$ cat src/rtl/ifetch_unit.sv
// Instruction fetch stage: owns the fetch PC, drives it to instruction memory and
// registers the returned word or access fault into a single valid/ready output slot.
module ifetch_unit #(
  parameter logic [63:0] RESET_PC  = 64'h0000_0000_0000_0000,
  parameter logic [31:0] NOP_INSTR = 32'h0000_0013
) (
  input  logic        clk,
  input  logic        rst,
  input  logic        redirect_en,
  input  logic [63:0] redirect_pc,
  output logic [63:0] imem_pc_addr,
  input  logic [31:0] imem_instruction,
  input  logic        imem_exc_en,
  input  logic [3:0]  imem_exc_code,
  input  logic [63:0] imem_exc_val,
  output logic        out_valid,
  input  logic        out_ready,
  output logic [63:0] out_pc,
  output logic [31:0] out_instr,
  output logic        out_exc_en,
  output logic [3:0]  out_exc_code,
  output logic [63:0] out_exc_val,
  output logic [63:0] fetch_count
);

  typedef enum logic [0:0] {FETCH, PARKED} state_t;

  state_t      state;
  logic [63:0] pc;
  logic        accept;
  logic        load;
  logic        mis;
  logic        fault;

  // Memory address comes straight from the PC register; no input reaches it combinationally.
  assign imem_pc_addr = pc;

  assign accept = out_valid && out_ready;
  assign load   = (state == FETCH) && (!out_valid || out_ready);
  assign mis    = pc[1:0] != 2'b00;
  assign fault  = mis || imem_exc_en;

  always_ff @(posedge clk) begin
    if (rst) begin
      state        <= FETCH;
      pc           <= RESET_PC;
      out_valid    <= 1'b0;
      out_pc       <= 64'd0;
      out_instr    <= NOP_INSTR;
      out_exc_en   <= 1'b0;
      out_exc_code <= 4'd0;
      out_exc_val  <= 64'd0;
      fetch_count  <= 64'd0;
    end else begin
      // A handshake counts even when a redirect flushes the slot in the same cycle.
      if (accept) fetch_count <= fetch_count + 64'd1;

      if (redirect_en) begin
        pc         <= redirect_pc;
        out_valid  <= 1'b0;
        out_exc_en <= 1'b0;
        state      <= FETCH;
      end else begin
        case (state)
          FETCH: begin
            if (load) begin
              out_valid <= 1'b1;
              out_pc    <= pc;
              if (fault) begin
                // Misalignment wins over a memory fault; stay parked until redirected.
                out_instr    <= NOP_INSTR;
                out_exc_en   <= 1'b1;
                out_exc_code <= mis ? 4'd0 : imem_exc_code;
                out_exc_val  <= mis ? pc : imem_exc_val;
                state        <= PARKED;
              end else begin
                out_instr  <= imem_instruction;
                out_exc_en <= 1'b0;
                pc         <= pc + 64'd4;
              end
            end
          end
          PARKED: begin
            if (accept) out_valid <= 1'b0;
          end
          default: state <= FETCH;
        endcase
      end
    end
  end

endmodule

$ cat config.mk
export PLATFORM = sky130hd
export DESIGN_NAME = ifetch_unit
export DESIGN_NICKNAME = d
export VERILOG_FILES = /design/src/rtl/ifetch_unit.sv
export SDC_FILE = /design/constraint.sdc
export NUM_CORES = 1
export LEC_CHECK = 0
export CAP_MARGIN = 20
export CORE_AREA = 2 2 179 181
export DETAILED_ROUTE_END_ITERATION = 7
export DIE_AREA = 0 0 181 183
export PLACE_DENSITY = 0.73
export SLEW_MARGIN = 20
export SYNTH_ARGS = -nofsm -noshare
export SYNTH_HDL_FRONTEND = slang
export SYNTH_SLANG_ARGS = --single-unit
$ cat constraint.sdc
create_clock -name clk -period 3 [get_ports clk]
set_input_delay 0.45 -clock clk [delete_from_list [all_inputs] [get_ports clk]]
set_output_delay 0.45 -clock clk [all_outputs]
set_load 0.01 [all_outputs]
==> flow_metrics.env <==
export IMPL_cts_sinks=295
export IMPL_switchingPower_mw=2.605
export IMPL_p_per_area_nw_per_um2=513.5
export IMPL_cp_common_cell="buf_4"
export IMPL_holdCritPathClass="input port to register"
export IMPL_p_leak_nw=6.651
export IMPL_pwr_share_seq_pct=42.9
export IMPL_rsz0062_at_grt="false"
export IMPL_cp_data_required_time_ns=2.55
export IMPL_fin_crit_ns=2.744
export IMPL_fin_tns_setup_ns=0
export IMPL_maxCapViolCount=0
export IMPL_gp_congestion=0.9046
export IMPL_hold_buffers=0
export IMPL_postCtsSetupBuffers=0
export IMPL_grt_start_max_net_pins=133
export IMPL_combPwrFrac_pct=15.2
export IMPL_internal_power_mw=7.466
export IMPL_worstSetupPathDepth=3
export IMPL_wl_per_cell_um=19.90
export IMPL_io_buffers=462
export IMPL_synth_top_area_share_pct=44.30
export IMPL_synthFlopType="dfxtp_1"
export IMPL_syn_avg_cell_area_um2=8.113
export IMPL_path_clk_slew_ns=0.06
export IMPL_die_w_um=181
export IMPL_synth_area_um2=13330
export IMPL_critPathMaxStageDelay_ns=0.65
export IMPL_syn_num_nets=1814
export IMPL_avgViaCountPerCell=5.785
export IMPL_synthTopCellsByArea="dfxtp_1 (44%), nand2_1 (7.4%), a311oi_1 (5.4%)"
export IMPL_cts_root_buf="clkbuf_16"
export IMPL_endpoint_kind="primary output"
export IMPL_synthTopCellsByCount="dfxtp_1 (295), nand2_1 (262), nor2_1 (175)"
export IMPL_syn_inst=1643
export IMPL_cp_start_kind="register"
export IMPL_ys_warnings_count=0
export IMPL_r2r_cells=6
export IMPL_yosysMostFrequentCell="dfxtp_1"
export IMPL_final_antenna_net_count=0
export IMPL_num_rows=65
export IMPL_cp_slowest_cell="clkdlybuf4s50_1"
export IMPL_netlist_cell_type_count=69
export IMPL_dp_hpwl_um=35680
export IMPL_status="finished, final reports clean"
export IMPL_clkPwrFrac_pct=41.9
export IMPL_drc=0
export IMPL_crit_path_max_fanout=52
export IMPL_slew_violations=0
export IMPL_irDropWorstVdd_mv=0.3310
export IMPL_worst_pin_slew_ns=0.9558
export IMPL_critical_path_top_delay_family="buffers and inverters"
export IMPL_cp_cell_sequence="buf_4, buf_4, clkdlybuf4s50_1"
export IMPL_postCtsResizedCells=0
export IMPL_nNetsFinal=2242
export IMPL_cts_made_buffers=35
export IMPL_antenna_found_initial=4
export IMPL_whs_path_depth=2
export IMPL_vias=14460
export IMPL_synthArstFlopShare_pct=0
export IMPL_grt_pass1_wl_um=77250
export IMPL_finalHoldViolations=0
export IMPL_cts_buffer_depth=3
export IMPL_crit_buf_inv=3
export IMPL_drtIter0Drc=975
export IMPL_drive_gt1_share_pct=6.781
export IMPL_cts_tree="done"
export IMPL_area_growth_pct=47.12
export IMPL_core_area_um2=31230
export IMPL_io_pins=463
export IMPL_clk_latency_ns=0.52
export IMPL_p_sw_share_pct=25.86
export IMPL_grt_pass1_vias=13820
export IMPL_dr_pass1_iters=7
export IMPL_grt_ovfl_total=0
export IMPL_slew_headroom_pct=36.28
export IMPL_start_util_pct=42.68
export IMPL_skew_ns=0.01887
export IMPL_track_usage_pct=28.94
export IMPL_synth_edff_count=0
export IMPL_fp_dieH_um=183
export IMPL_post_route_period_util_pct=91.48
export IMPL_arrival_ns=2.29
export IMPL_p_total_mw=10.07
export IMPL_ys_seq_elements=295
export IMPL_max_freq_ghz=0.3644
export IMPL_cts_htree_levels=2
export IMPL_crit_type="register to primary output"
export IMPL_ys_seq_area_share_pct=44.30
export IMPL_die_area_um2=33120
export IMPL_wl_um=49740
export IMPL_setup_viol=0
export IMPL_yosysTopAreaCell="dfxtp_1"
==> path summary, 6_finish.rpt <==
kind                                      from                       endpoint  slack [ns]
setup reg to reg  imem_pc_addr[2]$_SDFFE_PP0P_  imem_pc_addr[52]$_SDFFE_PP0P_        0.47
hold / removal                             rst  imem_pc_addr[48]$_SDFFE_PP0P_        0.30
hold reg to reg         out_pc[0]$_SDFFE_PP0P_         out_pc[0]$_SDFFE_PP0P_        0.45
setup / recovery  imem_pc_addr[1]$_SDFFE_PP0P_                imem_pc_addr[1]        0.26
==> logic make-up (layout without fill, tap and decap cells) <==
family,after synthesis,after routing,share of synthesized area (%)
AOI/OAI and AO/OA,394,394,19.56
xor gates and xnor gates,57,57,3.745
adders and majority gates,2,2,0.1877
buffers and inverters,153,604,4.777
DFF,295,295,44.30
muxes,5,5,0.3755
other,0,3,0
and+or+nand+nor,737,737,27.05
==> per-stage QoR <==
| stage | worst slack, ns | utilization [%] | hold slack [ns] | instances | instance area, um^2 |
|---|---|---|---|---|---|
| 6_report | 0.2555 | 62.80 | 0.3025 | 2499 | 19610 |
| 3_5_place_dp | 0.01760 | 59.14 | 0.4464 | 2436 | 18470 |
| 2_1_floorplan | 0.5715 | - | 0.4761 | 1643 | 13330 |
| 3_3_place_gp | 0.09101 | 59.11 | 0.4409 | 2435 | 18460 |
| 4_1_cts | 0.2480 | 62.77 | 0.2806 | 2496 | 19600 |
| 5_1_grt | 0.1761 | 62.80 | 0.3010 | 2499 | 19610 |
==> power by group through the flow <==
stage / combinational, mW / clock, mW / sequential [mW]
final: 1.54 / 4.22 / 4.32
after CTS: 1.54 / 4.30 / 4.31
after global placement: 1.51 / 0 / 4.39
after detailed placement: 1.53 / 0 / 4.40
after floorplan: 0.571 / 0 / 4.44
after global routing: 1.65 / 4.48 / 4.34
==> cell type report <==
cell class                 count  area (um^2)
tap                          402        503.0
inverter                      20        75.07
clock buffer                  52         1042
multi-input combinational   1195         6827
clock inverter                 8        92.59
antenna                        3        7.507
fill                        2689        11620
sequential                   295         5908
timing repair buffer         524         5156
==> worst register-to-register path, cell delays in order, from the launching register on <==
cell and delay, ns:
dfxtp_1 0.35, ha_1 0.24, nand4_2 0.16, or4_4 0.58
or3_1 0.51, or4_1 0.57, nand3_1 0.07
==> cells in the final DEF (no fill, tap or decap), types with 37 or more instances in the layout <==
master           instances
nand3_1                 70
clkdlybuf4s50_1        461
dfxtp_1                293
buf_4                   57
o21ai_0                 92
a21oi_1                108
nand4_1                 47
clkbuf_16               37
nor2_1                 173
a311oi_1                82
nand2_1                262
==> sequential cells by signal, indices dropped and copies added (netlist names) <==
name / count
imem_pc_addr: 64
out_pc: 64
out_exc_en: 1
out_exc_code: 4
state: 1
out_valid: 1
out_exc_val: 64
fetch_count: 64
out_instr: 32
==> routing by layer <==
layer | routed length (um) | up-vias | track usage, %
met5 | 16 | - | 0
met4 | 1727 | 2 | 10.63
met3 | 3739 | 101 | 5.461
met2 | 23920 | 606 | 50.52
met1 | 20340 | 6926 | 35.64
li1 | - | 6821 | -
Note: power is estimated with default switching activity, not from simulation.
